## src/rtl/fpu_add_sequencer_if.sv

```systemverilog
// Control/status bundle between FP issue logic, the adder sequencer and the adder datapath.
// The master side drives the operation inputs and flags; the slave side is the sequencer.
interface fpu_add_sequencer_if #(
  parameter int EXP_W = 8
);
  logic             i_start;
  logic [EXP_W:0]   i_exp_diff;
  logic             i_sum_zero;
  logic             i_sum_ovf;
  logic [4:0]       i_sum_lz;
  logic             i_round_ovf;
  logic [EXP_W-1:0] i_exp_cur;

  logic             o_busy;
  logic             o_done;
  logic             o_ex0_mux_ctrl;
  logic             o_ex1_mux_ctrl;
  logic             o_frac_a_mux_ctrl;
  logic             o_frac_b_mux_ctrl;
  logic [7:0]       o_align_shift;
  logic             o_sum_mux_ctrl;
  logic             o_norm_dir;
  logic [4:0]       o_norm_amt;
  logic             o_exp_incdec;
  logic [4:0]       o_exp_delta;
  logic             o_exp_load;
  logic             o_frac_load;
  logic             o_round_en;
  logic             o_exc_ovf;
  logic             o_exc_zero;

  modport master (
    output i_start, i_exp_diff, i_sum_zero, i_sum_ovf, i_sum_lz, i_round_ovf, i_exp_cur,
    input  o_busy, o_done, o_ex0_mux_ctrl, o_ex1_mux_ctrl, o_frac_a_mux_ctrl,
           o_frac_b_mux_ctrl, o_align_shift, o_sum_mux_ctrl, o_norm_dir, o_norm_amt,
           o_exp_incdec, o_exp_delta, o_exp_load, o_frac_load, o_round_en,
           o_exc_ovf, o_exc_zero
  );

  modport slave (
    input  i_start, i_exp_diff, i_sum_zero, i_sum_ovf, i_sum_lz, i_round_ovf, i_exp_cur,
    output o_busy, o_done, o_ex0_mux_ctrl, o_ex1_mux_ctrl, o_frac_a_mux_ctrl,
           o_frac_b_mux_ctrl, o_align_shift, o_sum_mux_ctrl, o_norm_dir, o_norm_amt,
           o_exp_incdec, o_exp_delta, o_exp_load, o_frac_load, o_round_en,
           o_exc_ovf, o_exc_zero
  );
endinterface

```

## src/rtl/fpu_add_sequencer.sv

```systemverilog
// Multi-cycle controller for the single-precision adder datapath: align, add, normalise,
// round and optional re-normalise, with sticky overflow/zero exception flags.
module fpu_add_sequencer #(
  parameter int EXP_W     = 8,
  parameter int FRAC_W    = 23,
  parameter int SHIFT_SAT = FRAC_W + 2
) (
  input  logic              clk,
  input  logic              rst,
  fpu_add_sequencer_if.slave bus
);
  typedef enum logic [2:0] {
    S_IDLE, S_ALIGN, S_ADD, S_NORM, S_ROUND, S_RCHK, S_RENORM, S_DONE
  } state_t;

  localparam logic [EXP_W-1:0] EXP_TOP = {{(EXP_W-1){1'b1}}, 1'b0};
  localparam logic [EXP_W:0]   SAT_VAL = (EXP_W+1)'(SHIFT_SAT);

  state_t           r_state;
  state_t           w_next;
  logic [EXP_W:0]   r_diff;
  logic [EXP_W:0]   w_abs_diff;
  logic             r_exc_ovf;
  logic             r_exc_zero;
  logic             w_set_ovf;
  logic             w_set_zero;
  logic             w_accept;

  assign w_accept   = (r_state == S_IDLE) && bus.i_start;
  // Two's-complement magnitude; -2^EXP_W maps to 2^EXP_W, which still saturates below.
  assign w_abs_diff = r_diff[EXP_W] ? (~r_diff + (EXP_W+1)'(1)) : r_diff;

  assign bus.o_exc_ovf  = r_exc_ovf;
  assign bus.o_exc_zero = r_exc_zero;

  always_ff @(posedge clk or posedge rst) begin
    if (rst) begin
      r_state    <= S_IDLE;
      r_diff     <= '0;
      r_exc_ovf  <= 1'b0;
      r_exc_zero <= 1'b0;
    end else begin
      r_state <= w_next;
      if (w_accept) begin
        r_diff     <= bus.i_exp_diff;
        r_exc_ovf  <= 1'b0;
        r_exc_zero <= 1'b0;
      end else begin
        if (w_set_ovf)  r_exc_ovf  <= 1'b1;
        if (w_set_zero) r_exc_zero <= 1'b1;
      end
    end
  end

  always_comb begin
    w_next                = r_state;
    w_set_ovf             = 1'b0;
    w_set_zero            = 1'b0;
    bus.o_busy            = (r_state != S_IDLE) && (r_state != S_DONE);
    bus.o_done            = 1'b0;
    bus.o_ex0_mux_ctrl    = 1'b0;
    bus.o_ex1_mux_ctrl    = 1'b0;
    bus.o_frac_a_mux_ctrl = 1'b0;
    bus.o_frac_b_mux_ctrl = 1'b0;
    bus.o_align_shift     = 8'd0;
    bus.o_sum_mux_ctrl    = 1'b0;
    bus.o_norm_dir        = 1'b0;
    bus.o_norm_amt        = 5'd0;
    bus.o_exp_incdec      = 1'b0;
    bus.o_exp_delta       = 5'd0;
    bus.o_exp_load        = 1'b0;
    bus.o_frac_load       = 1'b0;
    bus.o_round_en        = 1'b0;

    case (r_state)
      S_IDLE: begin
        if (bus.i_start) w_next = S_ALIGN;
      end
      S_ALIGN: begin
        bus.o_ex0_mux_ctrl    = r_diff[EXP_W];
        bus.o_frac_a_mux_ctrl = ~r_diff[EXP_W];
        bus.o_frac_b_mux_ctrl = r_diff[EXP_W];
        bus.o_align_shift     = (w_abs_diff >= SAT_VAL) ? 8'(SHIFT_SAT) : 8'(w_abs_diff);
        bus.o_exp_load        = 1'b1;
        w_next                = S_ADD;
      end
      S_ADD: begin
        bus.o_frac_load = 1'b1;
        w_next          = S_NORM;
      end
      S_NORM: begin
        w_next = S_ROUND;
        if (bus.i_sum_zero) begin
          w_set_zero = 1'b1;
          w_next     = S_DONE;
        end else if (bus.i_sum_ovf) begin
          bus.o_norm_dir     = 1'b1;
          bus.o_norm_amt     = 5'd1;
          bus.o_exp_delta    = 5'd1;
          bus.o_ex1_mux_ctrl = 1'b1;
          bus.o_exp_load     = 1'b1;
          w_set_ovf          = (bus.i_exp_cur == EXP_TOP);
        end else if (bus.i_sum_lz != 5'd0) begin
          bus.o_norm_amt   = bus.i_sum_lz;
          bus.o_exp_incdec = 1'b1;
          bus.o_exp_delta  = bus.i_sum_lz;
          // Shifting by at least the exponent would underflow: flush the result to zero.
          if (bus.i_exp_cur <= EXP_W'(bus.i_sum_lz)) begin
            w_set_zero = 1'b1;
            w_next     = S_DONE;
          end
        end
      end
      S_ROUND: begin
        bus.o_round_en     = 1'b1;
        bus.o_sum_mux_ctrl = 1'b1;
        bus.o_frac_load    = 1'b1;
        w_next             = S_RCHK;
      end
      S_RCHK: begin
        w_next = bus.i_round_ovf ? S_RENORM : S_DONE;
      end
      S_RENORM: begin
        bus.o_norm_dir     = 1'b1;
        bus.o_norm_amt     = 5'd1;
        bus.o_exp_delta    = 5'd1;
        bus.o_ex1_mux_ctrl = 1'b1;
        bus.o_exp_load     = 1'b1;
        w_set_ovf          = (bus.i_exp_cur == EXP_TOP);
        w_next             = S_DONE;
      end
      S_DONE: begin
        bus.o_done = 1'b1;
        w_next     = S_IDLE;
      end
      default: w_next = S_IDLE;
    endcase
  end
endmodule
```

## src/flat_wrapper.sv

```systemverilog
// flat-port wrapper written by rule: the top's interface ports become plain ports
module fpu_add_sequencer_flat 
#(
  parameter int EXP_W     = 8,
  parameter int FRAC_W    = 23,
  parameter int SHIFT_SAT = FRAC_W + 2
)
  (clk, rst, bus_i_start, bus_i_exp_diff, bus_i_sum_zero, bus_i_sum_ovf, bus_i_sum_lz, bus_i_round_ovf, bus_i_exp_cur, bus_o_busy, bus_o_done, bus_o_ex0_mux_ctrl, bus_o_ex1_mux_ctrl, bus_o_frac_a_mux_ctrl, bus_o_frac_b_mux_ctrl, bus_o_align_shift, bus_o_sum_mux_ctrl, bus_o_norm_dir, bus_o_norm_amt, bus_o_exp_incdec, bus_o_exp_delta, bus_o_exp_load, bus_o_frac_load, bus_o_round_en, bus_o_exc_ovf, bus_o_exc_zero);
  fpu_add_sequencer_if #(.EXP_W(EXP_W)) bus_i ();
  input  logic clk;
  input  logic rst;
  input wire logic [$bits(bus_i.i_start)-1:0] bus_i_start;
  input wire logic [$bits(bus_i.i_exp_diff)-1:0] bus_i_exp_diff;
  input wire logic [$bits(bus_i.i_sum_zero)-1:0] bus_i_sum_zero;
  input wire logic [$bits(bus_i.i_sum_ovf)-1:0] bus_i_sum_ovf;
  input wire logic [$bits(bus_i.i_sum_lz)-1:0] bus_i_sum_lz;
  input wire logic [$bits(bus_i.i_round_ovf)-1:0] bus_i_round_ovf;
  input wire logic [$bits(bus_i.i_exp_cur)-1:0] bus_i_exp_cur;
  output wire logic [$bits(bus_i.o_busy)-1:0] bus_o_busy;
  output wire logic [$bits(bus_i.o_done)-1:0] bus_o_done;
  output wire logic [$bits(bus_i.o_ex0_mux_ctrl)-1:0] bus_o_ex0_mux_ctrl;
  output wire logic [$bits(bus_i.o_ex1_mux_ctrl)-1:0] bus_o_ex1_mux_ctrl;
  output wire logic [$bits(bus_i.o_frac_a_mux_ctrl)-1:0] bus_o_frac_a_mux_ctrl;
  output wire logic [$bits(bus_i.o_frac_b_mux_ctrl)-1:0] bus_o_frac_b_mux_ctrl;
  output wire logic [$bits(bus_i.o_align_shift)-1:0] bus_o_align_shift;
  output wire logic [$bits(bus_i.o_sum_mux_ctrl)-1:0] bus_o_sum_mux_ctrl;
  output wire logic [$bits(bus_i.o_norm_dir)-1:0] bus_o_norm_dir;
  output wire logic [$bits(bus_i.o_norm_amt)-1:0] bus_o_norm_amt;
  output wire logic [$bits(bus_i.o_exp_incdec)-1:0] bus_o_exp_incdec;
  output wire logic [$bits(bus_i.o_exp_delta)-1:0] bus_o_exp_delta;
  output wire logic [$bits(bus_i.o_exp_load)-1:0] bus_o_exp_load;
  output wire logic [$bits(bus_i.o_frac_load)-1:0] bus_o_frac_load;
  output wire logic [$bits(bus_i.o_round_en)-1:0] bus_o_round_en;
  output wire logic [$bits(bus_i.o_exc_ovf)-1:0] bus_o_exc_ovf;
  output wire logic [$bits(bus_i.o_exc_zero)-1:0] bus_o_exc_zero;
  assign bus_i.i_start = bus_i_start;
  assign bus_i.i_exp_diff = bus_i_exp_diff;
  assign bus_i.i_sum_zero = bus_i_sum_zero;
  assign bus_i.i_sum_ovf = bus_i_sum_ovf;
  assign bus_i.i_sum_lz = bus_i_sum_lz;
  assign bus_i.i_round_ovf = bus_i_round_ovf;
  assign bus_i.i_exp_cur = bus_i_exp_cur;
  assign bus_o_busy = bus_i.o_busy;
  assign bus_o_done = bus_i.o_done;
  assign bus_o_ex0_mux_ctrl = bus_i.o_ex0_mux_ctrl;
  assign bus_o_ex1_mux_ctrl = bus_i.o_ex1_mux_ctrl;
  assign bus_o_frac_a_mux_ctrl = bus_i.o_frac_a_mux_ctrl;
  assign bus_o_frac_b_mux_ctrl = bus_i.o_frac_b_mux_ctrl;
  assign bus_o_align_shift = bus_i.o_align_shift;
  assign bus_o_sum_mux_ctrl = bus_i.o_sum_mux_ctrl;
  assign bus_o_norm_dir = bus_i.o_norm_dir;
  assign bus_o_norm_amt = bus_i.o_norm_amt;
  assign bus_o_exp_incdec = bus_i.o_exp_incdec;
  assign bus_o_exp_delta = bus_i.o_exp_delta;
  assign bus_o_exp_load = bus_i.o_exp_load;
  assign bus_o_frac_load = bus_i.o_frac_load;
  assign bus_o_round_en = bus_i.o_round_en;
  assign bus_o_exc_ovf = bus_i.o_exc_ovf;
  assign bus_o_exc_zero = bus_i.o_exc_zero;
  fpu_add_sequencer #(.EXP_W(EXP_W), .FRAC_W(FRAC_W), .SHIFT_SAT(SHIFT_SAT)) u_core (.clk(clk), .rst(rst), .bus(bus_i));
endmodule
```

## config.mk

```make
export PLATFORM = sky130hd
export DESIGN_NAME = fpu_add_sequencer_flat
export DESIGN_NICKNAME = d
export VERILOG_FILES = /design/src/rtl/fpu_add_sequencer_if.sv /design/src/rtl/fpu_add_sequencer.sv /design/src/flat_wrapper.sv
export SDC_FILE = /design/constraint.sdc
export NUM_CORES = 1
export LEC_CHECK = 0
export CORE_ASPECT_RATIO = 0.5
export CORE_UTILIZATION = 40
export CTS_CLUSTER_SIZE = 10
export DETAILED_ROUTE_END_ITERATION = 7
export PLACE_DENSITY = 0.86
export SLEW_MARGIN = 10
export SYNTH_ARGS = -nofsm -noshare
export SYNTH_HDL_FRONTEND = slang
export SYNTH_SLANG_ARGS = --single-unit
```

## constraint.sdc

```tcl
create_clock -name clk -period 2.5 [get_ports clk]
set_input_delay 0.5 -clock clk [delete_from_list [all_inputs] [get_ports clk]]
set_output_delay 0.5 -clock clk [all_outputs]
set_load 0.01 [all_outputs]
```

==> key figures <==
Run status
  – Run status: complete, no violations

Critical path
  – Startpoint types: register
  – CP Class: reg -> out
  – Max stage delay on crit path: 0.39 ns
  – CP max-delay cell: dfrtp_1
  – Cell Chain, Critical Path: inv_2 > ha_4 > or3b_1 > a211oi_2 > nor2_1 > a21oi_1 > a21oi_1 > buf_2
  – Crit path buf inv count: 2
  – Worst R2R Start: u_core.r_state[2]
  – Crit path top cell by count: a21oi_1
  – CP Launch Point: u_core.r_diff[1]
  – Crit. End Element: output port
  – CP top delay family: compound AO/OA/AOI/OAI gates
  – Worst-path fanout max: 4
  – Worst EP required: 2.00 ns
  – Arrival time worst endpoint: around 2 ns

Pwr
  – Cell Pwr Density: 976 mW/mm²
  – Worst vdd ir: 0.454 mV
  – Leakage Power: 0.000917 µW

Global route
  – First-pass GRT wire length: 4640 µm
  – Total congestion overflow: 0
  – Number of global-route vias before repair: 1115
  – Largest net degree at the start of global routing: 15
  – Initial antenna violation count: 0
  – Gr usage total: 0.190

Synthesis
  – Synth Register Bits: 14
  – Synth Warn #: 0
  – Post-synthesis cell type count: 48
  – Mean Syn Cell Area: 8.39 µm²
  – Fraction of registers with async set or reset after synthesis: 1.00
  – Post-synth EDFFs: 0
  – Seq/Total Area, Yosys: 0.286
  – Post-synthesis cell count: between 100 and 150
  – Syn Std Cell Area: 0.00122 mm²
  – Most common flop cell mapped by yosys: dfrtp_1

Job
  – Max-cap viol count: 0

Final layout
  – Layout cells sized above 1: 0.230
  – Area grow syn2layout: 60.8%
  – Commonest cells after routing, fill and taps aside: clkdlybuf4s50_1, buf_4, dlygate4sd2_1, nor2_1, dfrtp_1
  – Fin nets: between 200 and 250
  – Post-route cell area: 0.00197 mm²
  – Most common cell after layout, fill and taps aside: clkdlybuf4s50_1
  – ANT cells: 0
  – FILL cells: roughly 220

Timing
  – Clock Skew: roughly 0.0048 ns
  – Slew Viols, Final: 0
  – Peak Freq: 0.406 GHz
  – Final Cycle Share: 0.984
  – Hold WS: 0.506 ns
  – Clock period minus worst slack: roughly 2.5 ns
  – Slew @ Worst Pin: 0.514 ns
  – Slew HR: 0.657
  – Setup TNS: 0 ns
  – Unrepaired setup endpoints after global routing: yes
  – Final Hold Viols: 0
  – Final setup viols: 0

Place
  – Port Buffers: 56
  – Placed instance area: 0.00186 mm²
  – HPWL after DPL: 2290 µm
  – RD Place Congestion: 0.772

Route
  – WL/cell: approximately 12 µm
  – First DRT Iteration DRCs: 73
  – Wirelength, routed: 2900 µm
  – Vias/cell: 5.13
  – DR pass1 iterations: 4
  – Final ANT Viol Nets: 0
  – Vias after detailed routing: 1282
  – Drc violations: 0

Hold path
  – Worst hold start: u_core.bus.o_exc_ovf
  – Hold crit path type: reg -> reg

Floorplan
  – Placeable Area: 0.00275 mm²
  – DIE HEIGHT: 41.1 µm
  – Die width: 80.3 µm
  – Site row count: 13
  – Initial Util: 0.446
  – # IOs: 60
  – Die area: 0.00330 mm²

Clock network
  – Cts hold-fix bufs: 0
  – CTS clk-pin slew, worst paths: 0.05 ns
  – Clk Tree Root Cell: clkbuf_8
  – CTS Buffer Depth: 2
  – Inserted Clock Buffers: 3
  – CTS tree: yes
  – H-tree depth: 1
  – Clk sinks: 14
  – Worst-skew pair later-pin latency: between 0.2 and 0.25 ns
==> Yosys cell counts (all sizes together), types with 2 or more instances <==
cell / number / area share
buf: 16 / 0.092
ha: 6 / 0.061
a211oi: 3 / 0.022
dfrtp: 14 / 0.29
nor4b: 2 / 0.019
or3b: 2 / 0.014
mux2: 7 / 0.064
and2: 2 / 0.010
inv: 11 / 0.034
nor4: 6 / 0.031
nand2: 6 / 0.018
o21ai: 4 / 0.016
nand2b: 2 / 0.010
nor3: 5 / 0.025
nor2b: 5 / 0.026
nor2: 15 / 0.046
o21a: 2 / 0.012
o22ai: 2 / 0.010
or2: 2 / 0.010
xor2: 2 / 0.014
clkbuf: 3 / 0.0092
nand4: 3 / 0.015
a21oi: 9 / 0.037
==> cell families after synthesis <==
kind of cell | after synthesis | synth area share
AO/OA/AOI/OAI | 26 | 0.138
XOR/XNOR | 3 | 0.0215
adder cells (fa/ha/maj) | 6 | 0.0613
buffers and inverters | 30 | 0.135
flip-flops | 14 | 0.286
multiplexers | 8 | 0.0725
other | 1 | 0.00306
AND/OR/NAND/NOR | 58 | 0.283
==> through the flow <==
stage / utilization / total power [µW] / worst slack (ns) / std cells
global placement: 0.676 / 1610 / -0.121 / 241
detailed placement: 0.676 / 1640 / -0.156 / 241
floorplan: - / 1150 / 0.371 / 148
global route: 0.716 / 2090 / -0.0738 / 250
CTS: 0.707 / 1860 / -0.0844 / 247
finish: 0.716 / 1920 / 0.0392 / 250
==> state kept, by name (all words and copies together), names as in the netlist <==
register	flops
u_core.r_diff	9
u_core.r_state	3
u_core.bus.o_exc_ovf	1
u_core.bus.o_exc_zero	1
==> power breakdown <==
part | internal, µW | switching [µW]
Sequential | 334 | 125
Combinational | 701 | 583
Clock | 106 | 72.5
Total | 1140 | 781
==> layout make-up <==
| type | instances | area (µm²) | area share |
|---|---|---|---|
| clock buffer | 3 | 41.3 | 0.0210 |
| inverter | 11 | 41.3 | 0.0210 |
| multi-input combinational | 104 | 782 | 0.397 |
| sequential | 14 | 350 | 0.178 |
| tap | 37 | 46.3 | 0.0235 |
| timing repair buffer | 81 | 708 | 0.360 |
==> final timing paths <==
kind / endpoint / slack, ns / cells past startpoint
min in group asynchronous: u_core.r_diff[8] / 0.59 / 2
worst max register to register: u_core.bus.o_exc_ovf / 0.96 / 7
worst max-delay path: bus_o_align_shift[0] / 0.04 / 8
worst min register to register: u_core.bus.o_exc_ovf / 0.51 / 2
worst min-delay path: u_core.bus.o_exc_ovf / 0.51 / 2
max in group asynchronous: u_core.r_diff[7] / 1.57 / 2
==> metal layers <==
layer	global-route usage	vias up	part of all wire
met5	0	-	0
met4	0.0670	0	0.0045
met3	0.0289	2	0.059
met2	0.397	44	0.50
met1	0.209	592	0.44
li1	-	644	-
==> what timing repair did <==
item / in CTS / in global routing
endpoints found under the setup margin: 19 / 6
pin swaps: 2 / 6
gates resized for setup: 34 / 8
setup buffers: 3 / 3
==> worst reg2reg max path: stages, from the launching register on <==
cell	delay [ns]
dfrtp_1	0.47
buf_4	0.21
nor2b_1	0.14
o21a_1	0.18
buf_4	0.13
buf_4	0.13
a21oi_1	0.11
nor2_1	0.05
(Power assumes the default switching activity.)
